===== config.mk =====
export PLATFORM = sky130hd
export DESIGN_NAME = vga_capture
export DESIGN_NICKNAME = d
export VERILOG_FILES = /design/src/rtl/hdr_pkg.sv /design/src/rtl/capture_fifo.sv /design/src/rtl/vga_capture.sv
export SDC_FILE = /design/constraint.sdc
export NUM_CORES = 1
export LEC_CHECK = 0
export CAP_MARGIN = 25
export CORE_ASPECT_RATIO = 1.4
export CORE_MARGIN = 2
export CORE_UTILIZATION = 51
export DETAILED_ROUTE_END_ITERATION = 10
export HOLD_SLACK_MARGIN = 0.08
export MAX_ROUTING_LAYER = met4
export PLACE_DENSITY = 0.73
export SYNTH_ARGS = -nofsm -noshare
export SYNTH_HDL_FRONTEND = slang
export SYNTH_SLANG_ARGS = --single-unit

===== constraint.sdc =====
create_clock -name i_clk_25M -period 6.4 [get_ports i_clk_25M]
set_clock_uncertainty 0.1 [all_clocks]
set_input_delay 1.28 -clock i_clk_25M [delete_from_list [all_inputs] [get_ports i_clk_25M]]
set_output_delay 1.28 -clock i_clk_25M [all_outputs]
set_load 0.05 [all_outputs]

===== src/rtl/hdr_pkg.sv =====
// Shared types and constants for the HDR capture / VGA display pipeline.
package hdr_pkg;

  localparam int H_ACT_DFLT = 640;
  localparam int V_ACT_DFLT = 480;
  localparam int SRAM_AW    = 20;
  localparam int SRAM_DW    = 16;

  typedef enum logic [1:0] {
    S_IDLE    = 2'd0,
    S_ARM     = 2'd1,
    S_CAPTURE = 2'd2,
    S_DRAIN   = 2'd3
  } capture_state_e;

  typedef struct packed {
    logic [SRAM_AW-1:0] addr;
    logic [SRAM_DW-1:0] data;
  } fifo_entry_t;

  // The display path expects the pixel in the low byte of each word.
  function automatic logic [SRAM_DW-1:0] pack_pixel(input logic [7:0] pix);
    return {8'h00, pix};
  endfunction

endpackage


===== src/rtl/capture_fifo.sv =====
// Synchronous FIFO of DEPTH entries of type T; DEPTH must be a power of two >= 2.
// A push is accepted when not full, or when a pop is honoured in the same cycle.
module capture_fifo #(
  parameter int  DEPTH = 4,
  parameter type T     = logic [7:0]
) (
  input  logic clk,
  input  logic rst,
  input  logic push,
  input  logic pop,
  input  T     din,
  output logic full,
  output logic empty,
  output T     head
);

  localparam int            PW       = (DEPTH > 1) ? $clog2(DEPTH) : 1;
  localparam logic [PW:0]   FULL_CNT = (PW+1)'(DEPTH);
  localparam logic [PW:0]   CNT_ONE  = (PW+1)'(1);
  localparam logic [PW-1:0] PTR_ONE  = PW'(1);

  logic [PW-1:0] wr_ptr_q, wr_ptr_d;
  logic [PW-1:0] rd_ptr_q, rd_ptr_d;
  logic [PW:0]   count_q, count_d;
  T              mem_q [DEPTH];
  T              mem_d [DEPTH];
  logic          do_push_s, do_pop_s;

  // Next-state for pointers, occupancy and storage.
  always_comb begin
    do_pop_s  = pop && (count_q != '0);
    do_push_s = push && ((count_q != FULL_CNT) || do_pop_s);
    mem_d     = mem_q;
    wr_ptr_d  = wr_ptr_q;
    rd_ptr_d  = rd_ptr_q;
    if (do_push_s) begin
      mem_d[wr_ptr_q] = din;
      wr_ptr_d        = wr_ptr_q + PTR_ONE;
    end else begin
      wr_ptr_d = wr_ptr_q;
    end
    if (do_pop_s) begin
      rd_ptr_d = rd_ptr_q + PTR_ONE;
    end else begin
      rd_ptr_d = rd_ptr_q;
    end
    case ({do_push_s, do_pop_s})
      2'b10:   count_d = count_q + CNT_ONE;
      2'b01:   count_d = count_q - CNT_ONE;
      default: count_d = count_q;
    endcase
  end

  // Storage and pointer registers.
  always_ff @(posedge clk or posedge rst) begin
    if (rst) begin
      wr_ptr_q <= '0;
      rd_ptr_q <= '0;
      count_q  <= '0;
      for (int i = 0; i < DEPTH; i++) begin
        mem_q[i] <= '0;
      end
    end else begin
      wr_ptr_q <= wr_ptr_d;
      rd_ptr_q <= rd_ptr_d;
      count_q  <= count_d;
      mem_q    <= mem_d;
    end
  end

  assign full  = (count_q == FULL_CNT);
  assign empty = (count_q == '0);
  assign head  = mem_q[rd_ptr_q];

endmodule


===== src/rtl/vga_capture.sv =====
// Captures one H_ACT x V_ACT frame from an 8-bit fval/lval stream into SRAM words.
// Build option CAPTURE_TESTPAT_EN replaces the captured pixel with x[7:0]^y[7:0].
module vga_capture
  import hdr_pkg::*;
#(
  parameter int H_ACT      = H_ACT_DFLT,
  parameter int V_ACT      = V_ACT_DFLT,
  parameter int FIFO_DEPTH = 4
) (
  input  logic               i_clk_25M,
  input  logic               i_rst,
  input  logic               i_start_capture,
  input  logic               i_fval,
  input  logic               i_lval,
  input  logic [7:0]         i_pixel,
  output logic               o_wr_req,
  output logic [SRAM_AW-1:0] o_addr_capture,
  output logic [SRAM_DW-1:0] o_wdata,
  input  logic               i_wr_ack,
  output logic               o_busy,
  output logic               o_done,
  output logic               o_overflow
);

  localparam logic [SRAM_AW-1:0] H_W   = SRAM_AW'(H_ACT);
  localparam logic [SRAM_AW-1:0] V_W   = SRAM_AW'(V_ACT);
  localparam logic [SRAM_AW-1:0] ONE_W = SRAM_AW'(1);

  capture_state_e     state_q, state_d;
  logic               fval_q, lval_q, fval_prev_q, lval_prev_q;
  logic [7:0]         pix_q;
  logic [SRAM_AW-1:0] x_q, x_d, y_q, y_d, base_q, base_d;
  logic               ovf_q, ovf_d, busy_q, busy_d, done_q, done_d;

  logic               frame_rise_s, frame_fall_s, line_fall_s, active_s;
  logic               push_s, pop_s, full_s, empty_s;
  logic [7:0]         pix_sel_s;
  fifo_entry_t        push_entry_s, head_s;

`ifdef CAPTURE_TESTPAT_EN
  assign pix_sel_s = x_q[7:0] ^ y_q[7:0];
`else
  assign pix_sel_s = pix_q;
`endif

  assign push_entry_s.addr = base_q + x_q;
  assign push_entry_s.data = pack_pixel(pix_sel_s);

  // Capture control: counters, push decision, overflow and state transitions.
  always_comb begin
    state_d      = state_q;
    x_d          = x_q;
    y_d          = y_q;
    base_d       = base_q;
    ovf_d        = ovf_q;
    done_d       = 1'b0;
    push_s       = 1'b0;
    frame_rise_s = fval_q && !fval_prev_q;
    frame_fall_s = !fval_q && fval_prev_q;
    line_fall_s  = !lval_q && lval_prev_q;
    pop_s        = !empty_s && i_wr_ack;
    // The rising-edge cycle already carries the first pixel of the frame.
    active_s     = (state_q == S_CAPTURE) || ((state_q == S_ARM) && frame_rise_s);

    if (active_s && fval_q && lval_q && (x_q < H_W) && (y_q < V_W)) begin
      push_s = 1'b1;
      x_d    = x_q + ONE_W;
      if (full_s && !pop_s) begin
        ovf_d = 1'b1;
      end else begin
        ovf_d = ovf_q;
      end
    end else if (active_s && line_fall_s && (x_q != '0)) begin
      base_d = base_q + H_W;
      y_d    = y_q + ONE_W;
      x_d    = '0;
    end else begin
      x_d = x_q;
    end

    case (state_q)
      S_IDLE: begin
        if (i_start_capture) begin
          state_d = S_ARM;
          x_d     = '0;
          y_d     = '0;
          base_d  = '0;
          ovf_d   = 1'b0;
        end else begin
          state_d = S_IDLE;
        end
      end
      S_ARM: begin
        if (frame_rise_s) begin
          state_d = S_CAPTURE;
        end else begin
          state_d = S_ARM;
        end
      end
      S_CAPTURE: begin
        if (frame_fall_s || (y_d >= V_W)) begin
          state_d = S_DRAIN;
        end else begin
          state_d = S_CAPTURE;
        end
      end
      S_DRAIN: begin
        if (empty_s) begin
          state_d = S_IDLE;
          done_d  = 1'b1;
        end else begin
          state_d = S_DRAIN;
        end
      end
      default: begin
        state_d = S_IDLE;
      end
    endcase

    busy_d = (state_d != S_IDLE);
  end

  // Input stream registers and edge-detect history.
  always_ff @(posedge i_clk_25M or posedge i_rst) begin
    if (i_rst) begin
      fval_q      <= 1'b0;
      lval_q      <= 1'b0;
      pix_q       <= 8'h00;
      fval_prev_q <= 1'b0;
      lval_prev_q <= 1'b0;
    end else begin
      fval_q      <= i_fval;
      lval_q      <= i_lval;
      pix_q       <= i_pixel;
      fval_prev_q <= fval_q;
      lval_prev_q <= lval_q;
    end
  end

  // FSM state, counters and registered status outputs.
  always_ff @(posedge i_clk_25M or posedge i_rst) begin
    if (i_rst) begin
      state_q <= S_IDLE;
      x_q     <= '0;
      y_q     <= '0;
      base_q  <= '0;
      ovf_q   <= 1'b0;
      busy_q  <= 1'b0;
      done_q  <= 1'b0;
    end else begin
      state_q <= state_d;
      x_q     <= x_d;
      y_q     <= y_d;
      base_q  <= base_d;
      ovf_q   <= ovf_d;
      busy_q  <= busy_d;
      done_q  <= done_d;
    end
  end

  capture_fifo #(
    .DEPTH (FIFO_DEPTH),
    .T     (fifo_entry_t)
  ) u_fifo (
    .clk   (i_clk_25M),
    .rst   (i_rst),
    .push  (push_s),
    .pop   (pop_s),
    .din   (push_entry_s),
    .full  (full_s),
    .empty (empty_s),
    .head  (head_s)
  );

  assign o_wr_req       = !empty_s;
  assign o_addr_capture = head_s.addr;
  assign o_wdata        = head_s.data;
  assign o_busy         = busy_q;
  assign o_done         = done_q;
  assign o_overflow     = ovf_q;

endmodule


==> results_dict.tcl, run 1 <==
set metrics [dict create \
    status "completed" \
    die_area_sq_um 19550 \
    grt_pass1_wl_um 30200 \
    postCtsResizedCells 0 \
    dr_wl_met3_um 412 \
    crit_type "reg -> out" \
    worstPathArrival_ns 2.52 \
    worstSetupEndpoint "o_addr_capture[11]" \
    met1_length_um 7863 \
    placed_area_sq_um 9858 \
    antenna_found_initial 0 \
    r2r_start "x_q[17]" \
    drv_cap 0 \
    hold_path.class "reg -> reg" \
    async_reset_ff_share_pct 100.0 \
    regArea_sq_um 4731 \
    rows 58 \
    r2r-end "u_fifo.mem_q[126]" \
    netlist_area_sq_um 9399 \
    clock-sinks 189 \
    synth-edff-count 0 \
    n_fill_cell 1521 \
    final_cell_mix "dfrtp_1 (188), nand2_1 (87), nor2_1 (64), mux2_4 (56), clkdlybuf4s50_1 (45)" \
    worst_slew_pin_slew_ns 0.9959 \
    setup_tns_ns 0 \
    cts.reportedPaths.clkPinSlew_ns 0.07 \
    synth_seq_area_share_pct 50.32 \
    firstDrtPassIters 5 \
    core_sq_um 18000 \
    root_buffer "clkbuf_16" \
    first_iter_violations 430 \
    fin_nets 851 \
    overflow 0 \
    finalWeightedCongestion 0.8643 \
    start_util_pct 52.22 \
    grt_pass1_vias 5867 \
    ant_nets 0 \
    synth.distinct_cells 60 \
    final_area_sq_um 10440 \
    insertion_delay_ns 0.43 \
    netlist_top_cells_area "dfrtp_1 (50%), mux2_4 (8.9%), mux4_2 (6.7%)" \
    cts_setup_buffers 0 \
    met2WireLength_um 9464 \
    wire_per_inst_um 16.85 \
    multiInputGateArea_sq_um 4285 \
    num_antenna_cells 0 \
    synth_flop_cell "dfrtp_1" \
    syn_inst 795 \
    grt_max_degree 190 \
    io_buffers 45 \
    reg2reg_setup_slack_ns 3.31 \
    totalWireLength_um 17980 \
    crit_start "u_fifo.rd_ptr_q[0]" \
    cts_hold_buf 0 \
    setup_viol 0 \
    cts_buffers 17 \
    max_clock_freq_ghz 0.2563 \
    rsz0062_at_grt "false" \
    dp_hpwl_um 11770 \
    hold_viol_final 0 \
    startpoint_type "flop" \
    ys_ff_latch 189 \
    htreeDepth 4 \
    yosys_warnings 0 \
    powerDensity_nw_per_um2 359.2 \
    clockBufferDepth 2 \
    die_x_um 118.7 \
    ios 54 \
    fin_util_pct 58.02 \
    synth.avg_cell_area_sq_um 11.82 \
    num_vias 5982 \
    reg2reg_depth 6 \
    slew_viol_final 0 \
    layout_worst_path_cycle_share_pct 60.96 \
    path_max_fanout 22 \
    vdd_drop_max_uv 197.8 \
    maxSlewHeadroom_pct 33.61 \
    worstSetupEndpointType "output pin" \
    cts_tree "done" \
    top_layer_used "met4" \
    p_leak_nw 4.879 \
    drcViolationCount 0 \
    yosysTopAreaCell "dfrtp_1" \
    fin_crit_ns 3.901 \
    syn_to_final_growth_pct 11.09 \
    via_per_inst 5.606 \
    cp_data_required_time_ns 5.02 \
    synth.top_cell.area_share_pct 50.32 \
    die_h_um 164.6 \
    final_layout_size_suffix_gt1_share_pct 17.05 \
    final_common_cell "dfrtp_1" \
    grtUsageTotal_pct 19.91 \
]
[power by group]
group | switching [W] | internal (W)
sequential | 0.000246 | 0.00140
clock | 0.000453 | 0.000558
combinational | 0.000611 | 0.000478
[worst min path at each step]
stage / startpoint / endpoint / slack (ns) / cells past startpoint
2_1_floorplan: lval_q / lval_prev_q / 0.28 / 0
3_3_place_gp: lval_q / lval_prev_q / 0.34 / 0
3_5_place_dp: lval_q / lval_prev_q / 0.33 / 0
4_1_cts: lval_q / lval_prev_q / 0.35 / 0
5_1_grt: lval_q / lval_prev_q / 0.36 / 0
6_report: lval_q / lval_prev_q / 0.37 / 0
[logic make-up after synthesis]
| kind of cell | count (synthesis) | synth area share [%] |
|---|---|---|
| simple gates | 261 | 14.08 |
| flops | 189 | 50.32 |
| compound gates | 113 | 7.189 |
| mux | 89 | 16.23 |
| buf+inv | 69 | 4.380 |
| xor+xnor | 51 | 4.752 |
| fa+ha+maj | 22 | 3.009 |
| other cells | 1 | 0.03990 |
[per-stage QoR]
step,cells,hold WS [ns],worst slack [ns],power (W)
3_5_place_dp,1035,0.3299,2.593,0.002745
3_3_place_gp,1035,0.3356,2.653,0.002719
2_1_floorplan,802,0.2796,2.586,0.002489
6_report,1067,0.3674,2.499,0.003751
4_1_cts,1066,0.3467,2.127,0.003764
5_1_grt,1067,0.3559,2.390,0.003960
[routing by layer]
| layer | vias up | global-route usage [%] |
|---|---|---|
| met2 | 89 | 33.41 |
| li1 | 2833 | - |
| met4 | 0 | 6.115 |
| met5 | - | - |
| met1 | 3041 | 25.06 |
| met3 | 19 | 3.177 |
[area by class of cell]
type | instances | area share [%]
clock inverter | 12 | 1.055
tap | 240 | 2.876
inverter | 14 | 0.5392
clock buffer | 19 | 4.338
sequential | 189 | 45.31
multi-input combinational | 544 | 41.04
timing repair buffer | 49 | 4.841
[state kept, by name, summed over array words and instances (netlist names), 2 cells and up]
register	cells
base_q	13
pix_q	8
state_q	2
u_fifo.count_q	3
u_fifo.mem_q	112
u_fifo.rd_ptr_q	2
u_fifo.wr_ptr_q	2
x_q	20
y_q	20
[Yosys cell counts, types with 2 or more instances]
master	count
a21o_1	3
a21oi_1	21
a31oi_1	7
and2_1	5
and3_1	17
and4_1	3
buf_1	3
buf_2	11
buf_4	11
buf_6	13
clkbuf_1	17
dfrtp_1	189
ha_1	21
inv_1	14
mux2_2	3
mux2_4	56
mux2i_1	2
mux4_2	28
nand2_1	87
nand2_4	4
nand3_1	23
nand4_1	14
nor2_1	64
nor2b_1	4
nor3_1	11
nor4_1	5
nor4_4	2
nor4b_1	2
o2111a_1	2
o2111ai_1	4
o211ai_1	5
o21a_1	2
o21ai_0	20
o21ai_1	42
or3_1	6
xnor2_1	20
xor2_1	31
[critical path, stage by stage (launching register included)]
cell             delay (ns)
dfrtp_2                0.55
buf_12                 0.25
mux4_2                 0.54
clkdlybuf4s50_1        0.72
Power figures use the tool's default switching activity.
==> run 2: changes to the inputs <==
==> constraint.sdc (replaced) <==
create_clock -name i_clk_25M -period 3.15 [get_ports i_clk_25M]
set_clock_uncertainty 0.1 [all_clocks]
set_input_delay 0.63 -clock i_clk_25M [delete_from_list [all_inputs] [get_ports i_clk_25M]]
set_output_delay 0.63 -clock i_clk_25M [all_outputs]
set_load 0.05 [all_outputs]
==> run 2 against run 1 <==
Compared with the run above: critical path type unchanged; setup slack lost 2.1 ns; first-iteration DRC count shrank 17%; worst hold slack lost 0.022 ns; utilization grew 2.1 points.
==> results_dict.tcl, run 2 (same netlist as run 1, synthesis figures left out) <==
set metrics [dict create \
    p_clk_share_pct 27.5 \
    reg.largest.list "u_fifo.mem_q (112), x_q (20), y_q (20)" \
    internal-power_w 0.005066 \
    pwr-share-seq_pct 42.0 \
    top_usage_layer "met2" \
    swShare_pct 35.98 \
    root_buffer "clkbuf_16" \
    io_buffers 45 \
    powerDensity_nw_per_um2 731.4 \
    max_clock_freq_ghz 0.3584 \
    slew_viol_final 0 \
    worstPathArrival_ns 2.06 \
    antenna_found_initial 0 \
    startpoint_type "flop" \
    hold_viol_final 0 \
    p_leak_nw 5.098 \
    cts_tree "done" \
    ios 54 \
    placed_area_sq_um 10220 \
    status "completed" \
    grt_pass1_vias 6243 \
    grt_pass1_wl_um 31680 \
    num_vias 6048 \
    syn_to_final_growth_pct 15.10 \
    met1_usage_pct 25.35 \
    maxSlewHeadroom_pct 63.45 \
    crit_type "reg -> out" \
    largest_reg_flops 112 \
    ant_nets 0 \
    grt_max_degree 67 \
    final_cell_mix "dfrtp_1 (188), nand2_1 (87), nor2_1 (64), mux2_4 (56), o21ai_1 (42)" \
    clockBufferDepth 2 \
    core_sq_um 18000 \
    via_per_inst 5.569 \
    cts_hold_buf 0 \
    die_h_um 164.6 \
    cp_data_required_time_ns 2.42 \
    vdd_drop_max_uv 473.3 \
    met2_usage_pct 35.97 \
    overflow 0 \
    num_antenna_cells 0 \
    fin_hold_ws_ns 0.3455 \
    fin_nets 869 \
    die_area_sq_um 19550 \
    setup_viol 0 \
    final_layout_size_suffix_gt1_share_pct 22.10 \
    layout_worst_path_cycle_share_pct 88.57 \
    worst_slew_pin_slew_ns 0.5467 \
    start_util_pct 52.22 \
    rows 58 \
    dp_hpwl_um 12810 \
    cts_buffers 17 \
    firstDrtPassIters 4 \
    cts.reportedPaths.clkPinSlew_ns 0.07 \
    die_x_um 118.7 \
    final_area_sq_um 10820 \
    totalWireLength_um 18500 \
    first_iter_violations 355 \
    hold_path.class "reg -> reg" \
    pwr-share-comb_pct 30.5 \
    largest_register "u_fifo.mem_q" \
    cts_setup_buffers 0 \
    rsz0062_at_grt "false" \
    worstSetupEndpointType "output pin" \
    grtUsageTotal_pct 20.97 \
    clock-sinks 189 \
    switchingPower_w 0.002847 \
    met3_usage_pct 3.626 \
    htreeDepth 4 \
    drv_cap 0 \
    wire_per_inst_um 17.03 \
    postCtsResizedCells 0 \
    fin_crit_ns 2.790 \
    finalWeightedCongestion 0.8048 \
    drcViolationCount 0 \
    final_common_cell "dfrtp_1" \
    insertion_delay_ns 0.43 \
    path_max_fanout 12 \
]
[run 2: area by class of cell]
cell class / count / area [sq um]
clock inverter: 15 / 175.2
timing repair buffer: 67 / 845.8
tap: 240 / 300.3
fill: 1444 / 7179
inverter: 14 / 56.30
multi-input combinational: 544 / 4284
clock buffer: 17 / 425.4
sequential: 189 / 4731
[run 2: per-layer routing]
layer	share of wire [%]	up-vias
met5	0	-
met4	1.7	0
met3	2.4	26
met2	52	107
met1	43	3044
li1	-	2871
[run 2: power by group through the flow]
stage | Sequential [W] | Combinational [W] | Clock [W]
6_report | 0.00332 | 0.00242 | 0.00217
5_1_grt | 0.00340 | 0.00264 | 0.00232
2_1_floorplan | 0.00318 | 0.00188 | 0
4_1_cts | 0.00332 | 0.00244 | 0.00221
3_3_place_gp | 0.00334 | 0.00239 | 0
3_5_place_dp | 0.00336 | 0.00243 | 0
[run 2: worst max-delay path: stages, from the launching register on]
cell     delay [ns]
dfrtp_2        0.50
buf_4          0.32
mux4_2         0.62
buf_12         0.18
[run 2: path summary, 6_finish.rpt]
| path | from | endpoint | slack, ns | depth (start not counted) |
|---|---|---|---|---|
| worst max-delay path | u_fifo.rd_ptr_q[0] | o_addr_capture[19] | 0.36 | 3 |
| worst min-delay path | lval_q | lval_prev_q | 0.35 | 0 |
| worst max register to register | x_q[17] | u_fifo.count_q[2] | 0.37 | 11 |
| worst min register to register | lval_q | lval_prev_q | 0.35 | 0 |
| max in group asynchronous | i_rst | u_fifo.rd_ptr_q[0] | 1.86 | 3 |
| min in group asynchronous | i_rst | u_fifo.mem_q[105] | 0.42 | 2 |
[run 2: stage by stage]
step	utilization [%]	TNS, ns	worst slack, ns	instances	total power, W
2_1_floorplan	-	-2.736	-0.01447	802	0.005057
3_3_place_gp	56.77	0	0.1690	1054	0.005723
3_5_place_dp	56.77	0	0.1451	1054	0.005791
4_1_cts	60.11	0	0.3025	1086	0.007974
5_1_grt	60.11	0	0.1137	1086	0.008354
6_report	60.11	0	0.3600	1086	0.007912
==> run 3: changes to the inputs <==
--- a/config.mk
+++ b/config.mk
@@ -6,13 +6,15 @@
 export NUM_CORES = 1
 export LEC_CHECK = 0
 export CAP_MARGIN = 25
+export CELL_PAD_IN_SITES_DETAIL_PLACEMENT = 0
+export CELL_PAD_IN_SITES_GLOBAL_PLACEMENT = 1
 export CORE_ASPECT_RATIO = 1.4
 export CORE_MARGIN = 2
-export CORE_UTILIZATION = 51
+export CORE_UTILIZATION = 44
 export DETAILED_ROUTE_END_ITERATION = 10
 export HOLD_SLACK_MARGIN = 0.08
 export MAX_ROUTING_LAYER = met4
-export PLACE_DENSITY = 0.73
+export PLACE_DENSITY_LB_ADDON = 0.1
 export SYNTH_ARGS = -nofsm -noshare
 export SYNTH_HDL_FRONTEND = slang
 export SYNTH_SLANG_ARGS = --single-unit
==> run 3 against run 2 <==
Compared with the run above: combinational power rose by 2%; critical path depth shrank 1; wire length grew 9.6%; first-iteration DRC count down 19%; clock-buffer cell count up 7; utilization shrank 8.3 points; global-route usage shrank 1.1 points; non-clock buffer count did not move; register-to-register slack gained 0.05 ns; clock power is essentially flat; critical endpoint is now o_wr_req.
==> results_dict.tcl, run 3 (same netlist as run 1, synthesis figures left out) <==
set metrics [dict create \
    cts_buffers 17 \
    die_h_um 176.9 \
    die_area_sq_um 22560 \
    dp_hpwl_um 14130 \
    fin_cells 1106 \
    drcViolationCount 0 \
    fin_crit_ns 2.855 \
    reg2reg_setup_slack_ns 0.42 \
    min_from "lval_q" \
    vdd_drop_max_uv 391.7 \
    cp_slowest_cell "clkdlybuf4s50_1" \
    powerDensity_nw_per_um2 731.6 \
    clock-sinks 189 \
    worstPathArrival_ns 2.13 \
    cts_setup_buffers 0 \
    grt_max_degree 131 \
    largest_reg_flops 112 \
    insertion_delay_ns 0.43 \
    reg.largest.list "u_fifo.mem_q (112), x_q (20), y_q (20)" \
    cts_tree "done" \
    first_iter_violations 287 \
    fin_hold_ws_ns 0.3730 \
    max_clock_freq_ghz 0.3502 \
    slew_viol_final 0 \
    power_w 0.007981 \
    finalWeightedCongestion 0.8690 \
    io_buffers 45 \
    via_per_inst 5.433 \
    setup_viol 0 \
    cts.reportedPaths.clkPinSlew_ns 0.07 \
    path_max_fanout 4 \
    worstSetupEndpointType "output pin" \
    reg2reg_depth 9 \
    core_sq_um 21050 \
    grt_pass1_vias 6445 \
    postCtsResizedCells 0 \
    htreeDepth 4 \
    cts_hold_buf 0 \
    rsz0062_at_grt "false" \
    totalWireLength_um 20270 \
    num_antenna_cells 0 \
    final_cell_mix "dfrtp_1 (188), nand2_1 (87), nor2_1 (64), mux2_4 (56), o21ai_1 (42)" \
    r2r_start "x_q[10]" \
    overflow 0 \
    layout_worst_path_cycle_share_pct 90.64 \
    grtUsageTotal_pct 19.83 \
    syn_to_final_growth_pct 16.05 \
    crit_type "reg -> out" \
    maxSlewHeadroom_pct 49.65 \
    max_stage_delay_ns 0.76 \
    crit_start "u_fifo.count_q[1]" \
    ios 54 \
    firstDrtPassIters 4 \
    worst_slew_pin_slew_ns 0.7553 \
    r2r-end "x_q[6]" \
    worstPathCellList "or3_1 -> clkdlybuf4s50_1" \
    worstSetupEndpoint "o_wr_req" \
    placedCellCount 1074 \
    startpoint_type "flop" \
    cp_data_required_time_ns 2.42 \
    num_vias 6009 \
    die_x_um 127.5 \
    fin_nets 869 \
    largest_register "u_fifo.mem_q" \
    root_buffer "clkbuf_16" \
    final_layout_size_suffix_gt1_share_pct 21.99 \
    p_leak_nw 5.101 \
    rows 63 \
    drv_cap 0 \
    start_util_pct 44.66 \
    hold_viol_final 0 \
    wire_per_inst_um 18.33 \
    ant_nets 0 \
    hold_path.class "reg -> reg" \
    antenna_found_initial 0 \
    status "completed" \
    grt_pass1_wl_um 33890 \
    clockBufferDepth 2 \
    final_common_cell "dfrtp_1" \
]
==> run 3: worst max-delay path: cells and delay by family (launching register included) <==
kind / cells / cell delay [ns]
buf+inv: 1 / 0.76
flops: 1 / 0.41
simple gates: 1 / 0.53
==> run 3: power by group <==
group          total (W)  switching, W  internal (W)
combinational    0.00247       0.00133       0.00113
clock            0.00214      0.000922       0.00122
sequential       0.00337      0.000522       0.00285
total            0.00798       0.00278       0.00521
==> run 3: cell type report <==
cell class                 count  area (sq um)
multi-input combinational    544          4284
tap                          260         325.3
fill                        1808         10140
sequential                   189          4731
timing repair buffer          67         920.9
inverter                      14         56.30
clock inverter                 8         78.83
clock buffer                  24         511.7
==> run 3: per-layer routing <==
layer,global-route usage [%],vias to the layer above,wire length (um)
met5,-,-,0
met4,6.868,0,440
met3,3.356,25,427
met2,35.07,90,10830
met1,22.72,3027,8577
li1,-,2867,-
==> run 3: metrics by stage <==
step	util, %	setup TNS [ns]	instance area, sq um	setup WS [ns]
final	51.83	0	10910	0.2948
after global routing	51.83	0	10910	0.2265
after CTS	51.83	0	10910	0.2434
after detailed placement	49.02	0	10320	0.2693
after global placement	49.02	0	10320	0.3201
after floorplan	-	-2.736	9429	-0.01447
==> run 3: worst min path at each step <==
| stage | to | cells past startpoint |
|---|---|---|
| final | lval_prev_q | 0 |
| after global routing | u_fifo.mem_q[66] | 2 |
| after CTS | lval_prev_q | 0 |
| after detailed placement | lval_prev_q | 0 |
| after global placement | lval_prev_q | 0 |
| after floorplan | lval_prev_q | 0 |
